==> src/rtl/ex_mem.sv <==
// ex_mem: EX/MEM pipeline register.
// Captures EX results for the MEM stage, inserts NOP bubbles when EX stalls
// while MEM runs, and loops the multi-cycle accumulate state back to EX.
module ex_mem #(
  parameter int EX_IDX  = 3,
  parameter int MEM_IDX = 4
) (
  input  logic        clk,
  input  logic        rst,
  input  logic [5:0]  stall,
  input  logic        flush,
  input  logic [4:0]  ex_wd,
  input  logic        ex_wreg,
  input  logic [31:0] ex_wdata,
  input  logic        ex_whilo,
  input  logic [31:0] ex_hi,
  input  logic [31:0] ex_lo,
  input  logic [7:0]  ex_aluop,
  input  logic [31:0] ex_mem_addr,
  input  logic [31:0] ex_reg2,
  input  logic        ex_cp0_we,
  input  logic [4:0]  ex_cp0_waddr,
  input  logic [31:0] ex_cp0_wdata,
  input  logic [31:0] ex_excepttype,
  input  logic [31:0] ex_current_inst_addr,
  input  logic        ex_is_in_delayslot,
  input  logic [63:0] hilo_i,
  input  logic [1:0]  cnt_i,
  output logic [4:0]  mem_wd,
  output logic        mem_wreg,
  output logic [31:0] mem_wdata,
  output logic        mem_whilo,
  output logic [31:0] mem_hi,
  output logic [31:0] mem_lo,
  output logic [7:0]  mem_aluop,
  output logic [31:0] mem_mem_addr,
  output logic [31:0] mem_reg2,
  output logic        mem_cp0_we,
  output logic [4:0]  mem_cp0_waddr,
  output logic [31:0] mem_cp0_wdata,
  output logic [31:0] mem_excepttype,
  output logic [31:0] mem_current_inst_addr,
  output logic        mem_is_in_delayslot,
  output logic [63:0] hilo_o,
  output logic [1:0]  cnt_o
);

  logic ex_stalled;
  logic mem_stalled;

  assign ex_stalled  = stall[EX_IDX];
  assign mem_stalled = stall[MEM_IDX];

  // Pipeline register: reset, flush, bubble, advance or hold, in that priority.
  always_ff @(posedge clk or negedge rst) begin
    if (!rst) begin
      mem_wd                <= 5'd0;
      mem_wreg              <= 1'b0;
      mem_wdata             <= 32'd0;
      mem_whilo             <= 1'b0;
      mem_hi                <= 32'd0;
      mem_lo                <= 32'd0;
      mem_aluop             <= 8'd0;
      mem_mem_addr          <= 32'd0;
      mem_reg2              <= 32'd0;
      mem_cp0_we            <= 1'b0;
      mem_cp0_waddr         <= 5'd0;
      mem_cp0_wdata         <= 32'd0;
      mem_excepttype        <= 32'd0;
      mem_current_inst_addr <= 32'd0;
      mem_is_in_delayslot   <= 1'b0;
      hilo_o                <= 64'd0;
      cnt_o                 <= 2'd0;
    end else if (flush) begin
      mem_wd                <= 5'd0;
      mem_wreg              <= 1'b0;
      mem_wdata             <= 32'd0;
      mem_whilo             <= 1'b0;
      mem_hi                <= 32'd0;
      mem_lo                <= 32'd0;
      mem_aluop             <= 8'd0;
      mem_mem_addr          <= 32'd0;
      mem_reg2              <= 32'd0;
      mem_cp0_we            <= 1'b0;
      mem_cp0_waddr         <= 5'd0;
      mem_cp0_wdata         <= 32'd0;
      mem_excepttype        <= 32'd0;
      mem_current_inst_addr <= 32'd0;
      mem_is_in_delayslot   <= 1'b0;
      hilo_o                <= 64'd0;
      cnt_o                 <= 2'd0;
    end else if (ex_stalled && !mem_stalled) begin
      // Bubble: a zeroed slot is a NOP with no writes and no exception.
      mem_wd                <= 5'd0;
      mem_wreg              <= 1'b0;
      mem_wdata             <= 32'd0;
      mem_whilo             <= 1'b0;
      mem_hi                <= 32'd0;
      mem_lo                <= 32'd0;
      mem_aluop             <= 8'd0;
      mem_mem_addr          <= 32'd0;
      mem_reg2              <= 32'd0;
      mem_cp0_we            <= 1'b0;
      mem_cp0_waddr         <= 5'd0;
      mem_cp0_wdata         <= 32'd0;
      mem_excepttype        <= 32'd0;
      mem_current_inst_addr <= 32'd0;
      mem_is_in_delayslot   <= 1'b0;
      hilo_o                <= hilo_i;
      cnt_o                 <= cnt_i;
    end else if (!ex_stalled) begin
      // Advance; also taken for the illegal "MEM stalled, EX running" case.
      mem_wd                <= ex_wd;
      mem_wreg              <= ex_wreg;
      mem_wdata             <= ex_wdata;
      mem_whilo             <= ex_whilo;
      mem_hi                <= ex_hi;
      mem_lo                <= ex_lo;
      mem_aluop             <= ex_aluop;
      mem_mem_addr          <= ex_mem_addr;
      mem_reg2              <= ex_reg2;
      mem_cp0_we            <= ex_cp0_we;
      mem_cp0_waddr         <= ex_cp0_waddr;
      mem_cp0_wdata         <= ex_cp0_wdata;
      mem_excepttype        <= ex_excepttype;
      mem_current_inst_addr <= ex_current_inst_addr;
      mem_is_in_delayslot   <= ex_is_in_delayslot;
      hilo_o                <= 64'd0;
      cnt_o                 <= 2'd0;
    end else begin
      // Both stages frozen: MEM slot holds, accumulate state keeps tracking EX.
      hilo_o                <= hilo_i;
      cnt_o                 <= cnt_i;
    end
  end

endmodule
==> config.mk <==
export PLATFORM = sky130hd
export DESIGN_NAME = ex_mem
export DESIGN_NICKNAME = d
export VERILOG_FILES = /design/src/rtl/ex_mem.sv
export SDC_FILE = /design/constraint.sdc
export NUM_CORES = 1
export LEC_CHECK = 0
export CAP_MARGIN = 20
export CORE_AREA = 2 2 269 271
export CTS_CLUSTER_DIAMETER = 50
export CTS_CLUSTER_SIZE = 24
export DETAILED_ROUTE_END_ITERATION = 10
export DIE_AREA = 0 0 271 273
export PLACE_DENSITY = 0.51
export SLEW_MARGIN = 30
export SYNTH_ARGS = -nofsm -noshare
export SYNTH_HDL_FRONTEND = slang
export SYNTH_SLANG_ARGS = --single-unit
export TNS_END_PERCENT = 100
==> constraint.sdc <==
create_clock -name clk -period 0.8 [get_ports clk]
set_input_delay 0.08 -clock clk [delete_from_list [all_inputs] [get_ports clk]]
set_output_delay 0.08 -clock clk [all_outputs]
set_load 0.005 [all_outputs]
### Word level (Yosys, flattened, before mapping)

Cells that the tools add are included.

| cells by class | value |
|---|---|
| eq/ne operators | 1 |
| multiplexer cells | 51 |
| reduce and logical (&&, ||, !) cells | 2 |

Operator list:

| operator | count |
|---|---|
| $mux W32 | 24 |
| $mux W64 | 3 |
| $mux W5 | 6 |
| $mux W8 | 3 |
| $mux W1 | 12 |
| $mux W2 | 3 |
| $ne A3 B1 Y1 const B | 1 |
| $logic_and A1 B1 Y1 | 1 |
| $logic_not A1 Y1 | 1 |

| word-level totals | value |
|---|---|
| register bits | 344 |

### Depth between registers and ports, before layout

Gate-level depths: netlist of run 1.

| depth | value |
|---|---|
| depth in word-level cells | 4 |
| mapped depth | 6 |

### Worst setup path after synthesis of run 1

OpenSTA, ideal clock, no wires.

| path | value |
|---|---|
| kind | input -> register |
| from | in stall[3] |
| to | reg mem_aluop[7] |
| library setup time | 122 ps |
| arrival | 849 ps |
| setup slack | -171 ps |
| cell stages on the path | 5 |
| path buffers | 3 |
| path through | buf_6 > and2b_1 > buf_6 > buf_6 > a32o_1 |

| on the way | value |
|---|---|
| word-level cells in the longest chain between the ends | 3 |
| elaborated cells between the ends (all ways) | 4 |

Ends and longest elaborated chain:

| what | line | text |
|---|---|---|
| start, declared | 10 | `input logic [5:0] stall,` |
| $logic_and A1 B1 Y1 | 92 | `end else if (ex_stalled && !mem_stalled) begin` |
| $mux W8 | 92 |  |
| $mux W8 | 74 | `end else if (flush) begin` |
| end signal, assigned | 119 | `mem_aluop <= ex_aluop;` |
| end, declared | 35 | `output logic [7:0] mem_aluop,` |

Parallel ways exist; a longest one is shown, timed or not.
A chain may end at the register's enable or synchronous reset.

### Worst setup path after layout of run 1

| path | value |
|---|---|
| from | reg mem_current_inst_addr[10] |
| to | out mem_current_inst_addr[10] |

RTL lines:

| what | line | text |
|---|---|---|
| start, declared | 42 | `output logic [31:0] mem_current_inst_addr,` |
| start signal, assigned | 126 | `mem_current_inst_addr <= ex_current_inst_addr;` |

No word-level cell between the ends.

==> impl_results.md, run 1 <==
* Status: finished, violations left
* Failing checks: negative hold slack, negative setup slack
* Synth area leader: dfrtp_1
* PD cells at 1860 nW/um^2
* Initial Utilization at 20.1%
* Pwr Total at 50.5 mW
* Main synth FF type: dfrtp_1
* Ys async rst share at 100%
* HP Class: input pin to flop
* Largest Register: hilo_o
* Delay-heaviest family, CP: flip-flops
* Worst-path clk slew at 0.06 ns
* Synthesized area at roughly 14000 um^2
* Syn. warnings at 0
* First-pass iteration count of the detailed router at 5
* Clk sinks at 344
* Worst setup EP type: output port
* Top cell type's share of synthesized area at about three fifths
* Number of global-route vias before repair at 14800
* Synth unique cells at 15
* WL met1 at ~24000 um
* Root Driver: clkbuf_16
* WP data required at 0.72 ns
* Ports at approximately 700
* Fmax at about 770 MHz
* Avg Synthesized Cell Area at between 10 and 15 um^2
* Worst stage delay on the critical path at 0.38 ns
* Fraction of layout instances using a drive strength above 1 at between 40% and 50%
* Sequential area share after synthesis at 60.5%
* Slew Limit Fails at 0
* Worst Setup Start Kind: flop
* Crit share post-route at 163%
* Final min period at 1.30 ns
* Worst slew margin at between 70% and 80%
* Largest net degree at the start of global routing at 57
* Clk_lat worst skew at between 0.5 and 0.6 ns
* Mapped Nets at 1693
* Number of flops mapped to enable cells by yosys at 0
* Crit-path slowest cell: dfrtp_1
* DR top layer: met5
* Pleak at 12.3 nW
* Worst Tran Pin Value at ~0.42 ns
* Via count at 14000
* Drt first-iter violations at 621
* Port Buffers at 692
* Post-route ant nets at 0
* Initial antenna violation count at 13
* CTS Buffer Depth at 3
* Top cells by area, synth: dfrtp_1, nand2b_1, a21oi_1
* GRT overflow at 0
* First-pass GRT wire length at 91400 um
* Detailed placement HPWL at 46000 um
* H-tree Lvls at 2
* Final Util at 38.1%
* Synth cell count leaders: dfrtp_1, a21oi_1, nand2b_1
* Setup TNS at -134.27 ns
* RSZ-0062 raised after global routing: true
* CTS tree: yes
* Final worst slack at -0.500 ns
* Critical path fanouts, max at 2
* Die height at 273 um
* Hold Violations, Final at 11
* Met3 WL at a little under 5000 um
* Arrival time at the worst endpoint at 1.22 ns
* WS Path Type: flop to output port
* Final #Nets at 2699
* Met2 wire len at around 32000 um
* DRC errors left at 0
* GRT Overall Usage at 16.1%
* Final Skew at 0 ns
* Peak VDD IR at 1360 uV
* Post-place setup slack at -0.325 ns
* Routed WL at 62900 um
* Fill cells at 7067
* Die Wd at approximately 270 um
* Full die area at 74000 um^2
* Hold slack at -0.0286 ns
* Max_cap viols at 0
* Final setup fails at between 300 and 400
* Core ar. at 71000 um^2
* Vias per cell at 4.20
* Yosys reg bits at 344
* Synth-to-layout area growth at 90.1%
* Num CTS Buffers at 53
* Post-synthesis cell count at 1340
* Max FFs per register at 64
* Placer Congestion at 0.820
* CP bufs+invs at 2
* CP Cell Sequence: buf_6, buf_12
* Std cell rows at 98
* Detailed-route wire length per cell at 18.8 um
* Cell with the most instances after synthesis: dfrtp_1
==> per-layer routing <==
layer,track usage (%),up-vias
li1,-,6582
met1,17.7,6832
met2,28.6,489
met3,5.58,120
met4,6.32,12
met5,0,-
==> power by group <==
part | leakage (nW) | total (mW) | internal [mW] | switching [mW]
clock network | 0.899 | 24.1 | 14.2 | 9.88
registers | 4.61 | 18.6 | 18.2 | 0.432
logic | 6.78 | 7.72 | 4.38 | 3.34
==> worst paths after layout <==
path                                                        from                            to  slack, ns  cells after the start
max                        mem_current_inst_addr[10]$_DFFE_PN0P_     mem_current_inst_addr[10]      -0.50                      2
min                                                     stall[3]         mem_lo[1]$_DFFE_PN0P_      -0.03                      4
max reg2reg                          mem_mem_addr[5]$_DFFE_PN0P_   mem_mem_addr[5]$_DFFE_PN0P_      -0.16                      5
min reg2reg                               mem_hi[29]$_DFFE_PN0P_        mem_hi[29]$_DFFE_PN0P_       0.54                      1
max in group asynchronous                                    rst  mem_mem_addr[31]$_DFFE_PN0P_       0.20                      3
min in group asynchronous                                    rst        mem_lo[22]$_DFFE_PN0P_       0.22                      3
==> layout make-up <==
type / count / area, um^2 / share of cell area (%)
Antenna cell: 3 / 7.51 / 0.0277
Clock buffer: 58 / 1380 / 5.08
Clock inverter: 42 / 475 / 1.76
Multi-Input combinational cell: 868 / 6150 / 22.7
Sequential cell: 344 / 8610 / 31.8
Tap cell: 950 / 1190 / 4.39
Timing Repair Buffer: 1079 / 9270 / 34.2
==> through the flow <==
stage	instances	area, um^2	hold slack, ns
2_1_floorplan	1340	15300	-0.216
3_3_place_gp	3123	25000	0.213
3_5_place_dp	3123	25000	0.215
4_1_cts	3351	26500	-0.0513
5_1_grt	3343	27100	-0.0468
6_report	3344	27100	-0.0286
==> worst register-to-register path, stage by stage, from the launching register on <==
cell	delay [ns]
dfrtp_1	0.39
buf_6	0.12
buf_4	0.12
buf_4	0.12
nand3_2	0.06
a21oi_2	0.05
==> cells in the final DEF (no fill, tap or decap), types with 70 or more instances in the layout <==
master and count:
clkdlybuf4s50_1 344, nand3_2 190, a21oi_2 89, buf_4 259, dfrtp_1 344, nand2b_1 261, a21oi_1 172, buf_2 287
buf_6 100, nand3_1 70
==> logic make-up after synthesis <==
family                 synth area share (%)
AND/OR/NAND/NOR                        24.0
flip-flops                             60.5
AO/OA/AOI/OAI                          10.4
buffers and inverters                  5.15
==> timing repair <==
| action | CTS | global route |
|---|---|---|
| gates cloned | 0 | 0 |
| pin swaps | 8 | 72 |
| hold buffers | 42 | 4 |
| setup endpoints to repair | 356 | 518 |
| setup buffers | 90 | 73 |
| endpoints found under the hold margin | 418 | 23 |
| gates resized for setup | 1408 | 150 |
Note: power is estimated with default switching activity, not from simulation.
==> inputs of run 2 (changes only) <==
--- a/config.mk
+++ b/config.mk
@@ -8,7 +8,7 @@
 export CAP_MARGIN = 20
 export CORE_AREA = 2 2 269 271
 export CTS_CLUSTER_DIAMETER = 50
-export CTS_CLUSTER_SIZE = 24
+export CTS_CLUSTER_SIZE = 8
 export DETAILED_ROUTE_END_ITERATION = 10
 export DIE_AREA = 0 0 271 273
 export PLACE_DENSITY = 0.51
==> run 2 against run 1 <==
Compared with the run above:
- the flow still finishes with violations (negative hold slack, negative setup slack)
- sequential power about the same
- clock skew unchanged
- sequential share of layout area down 0.63 points
==> impl_results.md, run 2 (same netlist as run 1, synthesis figures left out) <==
* Status: finished, violations left
* Failing checks: negative hold slack, negative setup slack
* Number of global-route vias before repair at 14900
* PD cells at approximately 1800 nW/um^2
* Worst-path clk slew at 0.05 ns
* Fill cells at 6990
* DRC errors left at 0
* Via count at 14300
* Clk_lat worst skew at 0.59 ns
* Comb pwr share at between 10% and 20%
* CP Cell Sequence: buf_12
* Initial Utilization at between 20 and 25%
* Fmax at around 800 MHz
* Hold Violations, Final at 7
* Routed WL at 63600 um
* Slew Limit Fails at 0
* First-pass iteration count of the detailed router at 4
* GRT Overall Usage at 16.2%
* Detailed placement HPWL at 46000 um
* Final worst slack at -0.452 ns
* Die height at 273 um
* Num CTS Buffers at 59
* Most frequent cells in the layout: dfrtp_1, clkdlybuf4s50_1, nand2b_1
* Crit-path slowest cell: dfrtp_1
* Die Wd at 271 um
* WS Path Type: flop to output port
* Net Sw Power at 12.7 mW
* Final #Nets at 2758
* Arrival time at the worst endpoint at 1.17 ns
* Pleak at 12.4 nW
* Hold slack at -0.0217 ns
* Detailed-route wire length per cell at 18.8 um
* Synth-to-layout area growth at 94.0%
* Port Buffers at about 690
* HP Class: input pin to flop
* FF/Latch Area at 8610 um^2
* Max_cap viols at 0
* Std cell rows at 98
* CTS tree: yes
* Max FFs per register at 64
* WP data required at 0.72 ns
* P_int at 37.9 mW
* Drt first-iter violations at 595
* Worst stage delay on the critical path at 0.41 ns
* Clock power share at 47.4%
* GRT overflow at 0
* Placer Congestion at between 0.8 and 0.9
* Final Skew at 0 ns
* H-tree Lvls at 2
* Worst Tran Pin Value at about 0.40 ns
* Peak VDD IR at 1530 uV
* Clk sinks at 344
* Dpl cell area at approximately 25000 um^2
* Post-route ant nets at 0
* First-pass GRT wire length at 91900 um
* Multi-input logic area at 6140 um^2
* Fraction of layout instances using a drive strength above 1 at a little over two fifths
* Ports at 697
* Root Driver: clkbuf_16
* Largest net degree at the start of global routing at 57
* Sequential power share at 36.9%
* Core ar. at ~71000 um^2
* RSZ-0062 raised after global routing: true
* Full die area at 74000 um^2
* Initial antenna violation count at 12
* Final setup fails at around 470
* Final min period at 1.25 ns
* Worst setup EP type: output port
* CP bufs+invs at 1
* Largest Register: hilo_o
* Crit share post-route at 157%
* CTS Buffer Depth at 3
* Critical path fanouts, max at 2
* Design area at 27600 um^2
* Vias per cell at 4.21
* Setup TNS at -158.72 ns
* Worst Setup Start Kind: flop
* Worst slew margin at 73.5%
* Delay-heaviest family, CP: flip-flops
* Sw frac at 25.0%
## run 2: cell types whose count changed in the layout (fill, tap and decap cells not counted), moves of 9 or more
cell,previous run,this run
inv_6,13,0
clkbuf_2,0,97
inv_8,9,0
buf_6,100,111
dlygate4sd3_1,43,92
buf_2,287,190
## run 2: worst paths after layout
check | start | end | slack (ns) | cells after the start
worst max-delay path | mem_current_inst_addr[10]$_DFFE_PN0P_ | mem_current_inst_addr[10] | -0.45 | 1
worst min-delay path | stall[3] | mem_hi[25]$_DFFE_PN0P_ | -0.02 | 4
worst max register to register | mem_hi[31]$_DFFE_PN0P_ | mem_hi[31]$_DFFE_PN0P_ | -0.19 | 3
worst min register to register | mem_cp0_we$_DFFE_PN0P_ | mem_cp0_we$_DFFE_PN0P_ | 0.54 | 1
max in group asynchronous | rst | mem_cp0_wdata[13]$_DFFE_PN0P_ | 0.22 | 3
min in group asynchronous | rst | mem_cp0_wdata[30]$_DFFE_PN0P_ | 0.20 | 3
## run 2: power groups by stage
| stage | logic [mW] | registers, mW | clock network, mW |
|---|---|---|---|
| 2_1_floorplan | 2.18 | 19.0 | 0 |
| 3_3_place_gp | 7.69 | 18.9 | 0 |
| 3_5_place_dp | 7.74 | 18.9 | 0 |
| 4_1_cts | 7.83 | 18.6 | 24.6 |
| 5_1_grt | 8.59 | 18.7 | 25.4 |
| 6_report | 7.96 | 18.7 | 23.9 |
## run 2: layout make-up
cell class                 instances  share of cell area (%)
antenna                            3                  0.0272
clock inverter                    18                   0.906
clock buffer                      73                    5.76
tap                              950                    4.30
timing repair buffer            1132                    35.6
multi-input combinational        868                    22.2
sequential                       344                    31.2
## run 2: routing by layer
layer  global-route usage [%]  part of all wire [%]  vias up
li1                         -                     -     6685
met1                     18.0                    38     6926
met2                     28.5                    51      497
met3                     5.00                   6.8      135
met4                     7.20                   4.1       14
met5                        0                  0.13        -
## run 2: per-stage QoR
step           setup WS (ns)  power (mW)  utilization, %  instances
2_1_floorplan         -0.131        21.2               -       1340
3_5_place_dp          -0.325        26.6            35.2       3123
3_3_place_gp          -0.315        26.6            35.2       3123
5_1_grt               -0.516        52.7            38.9       3386
4_1_cts               -0.524        51.1            38.4       3365
6_report              -0.452        50.6            38.9       3388
## run 2: what timing repair did
item                                    CTS  global route
pin swaps                                 0            74
hold buffers                             87             8
gates resized for setup                1207           270
setup endpoints to repair               355           555
endpoints found under the hold margin   467            23
setup buffers                            65            90
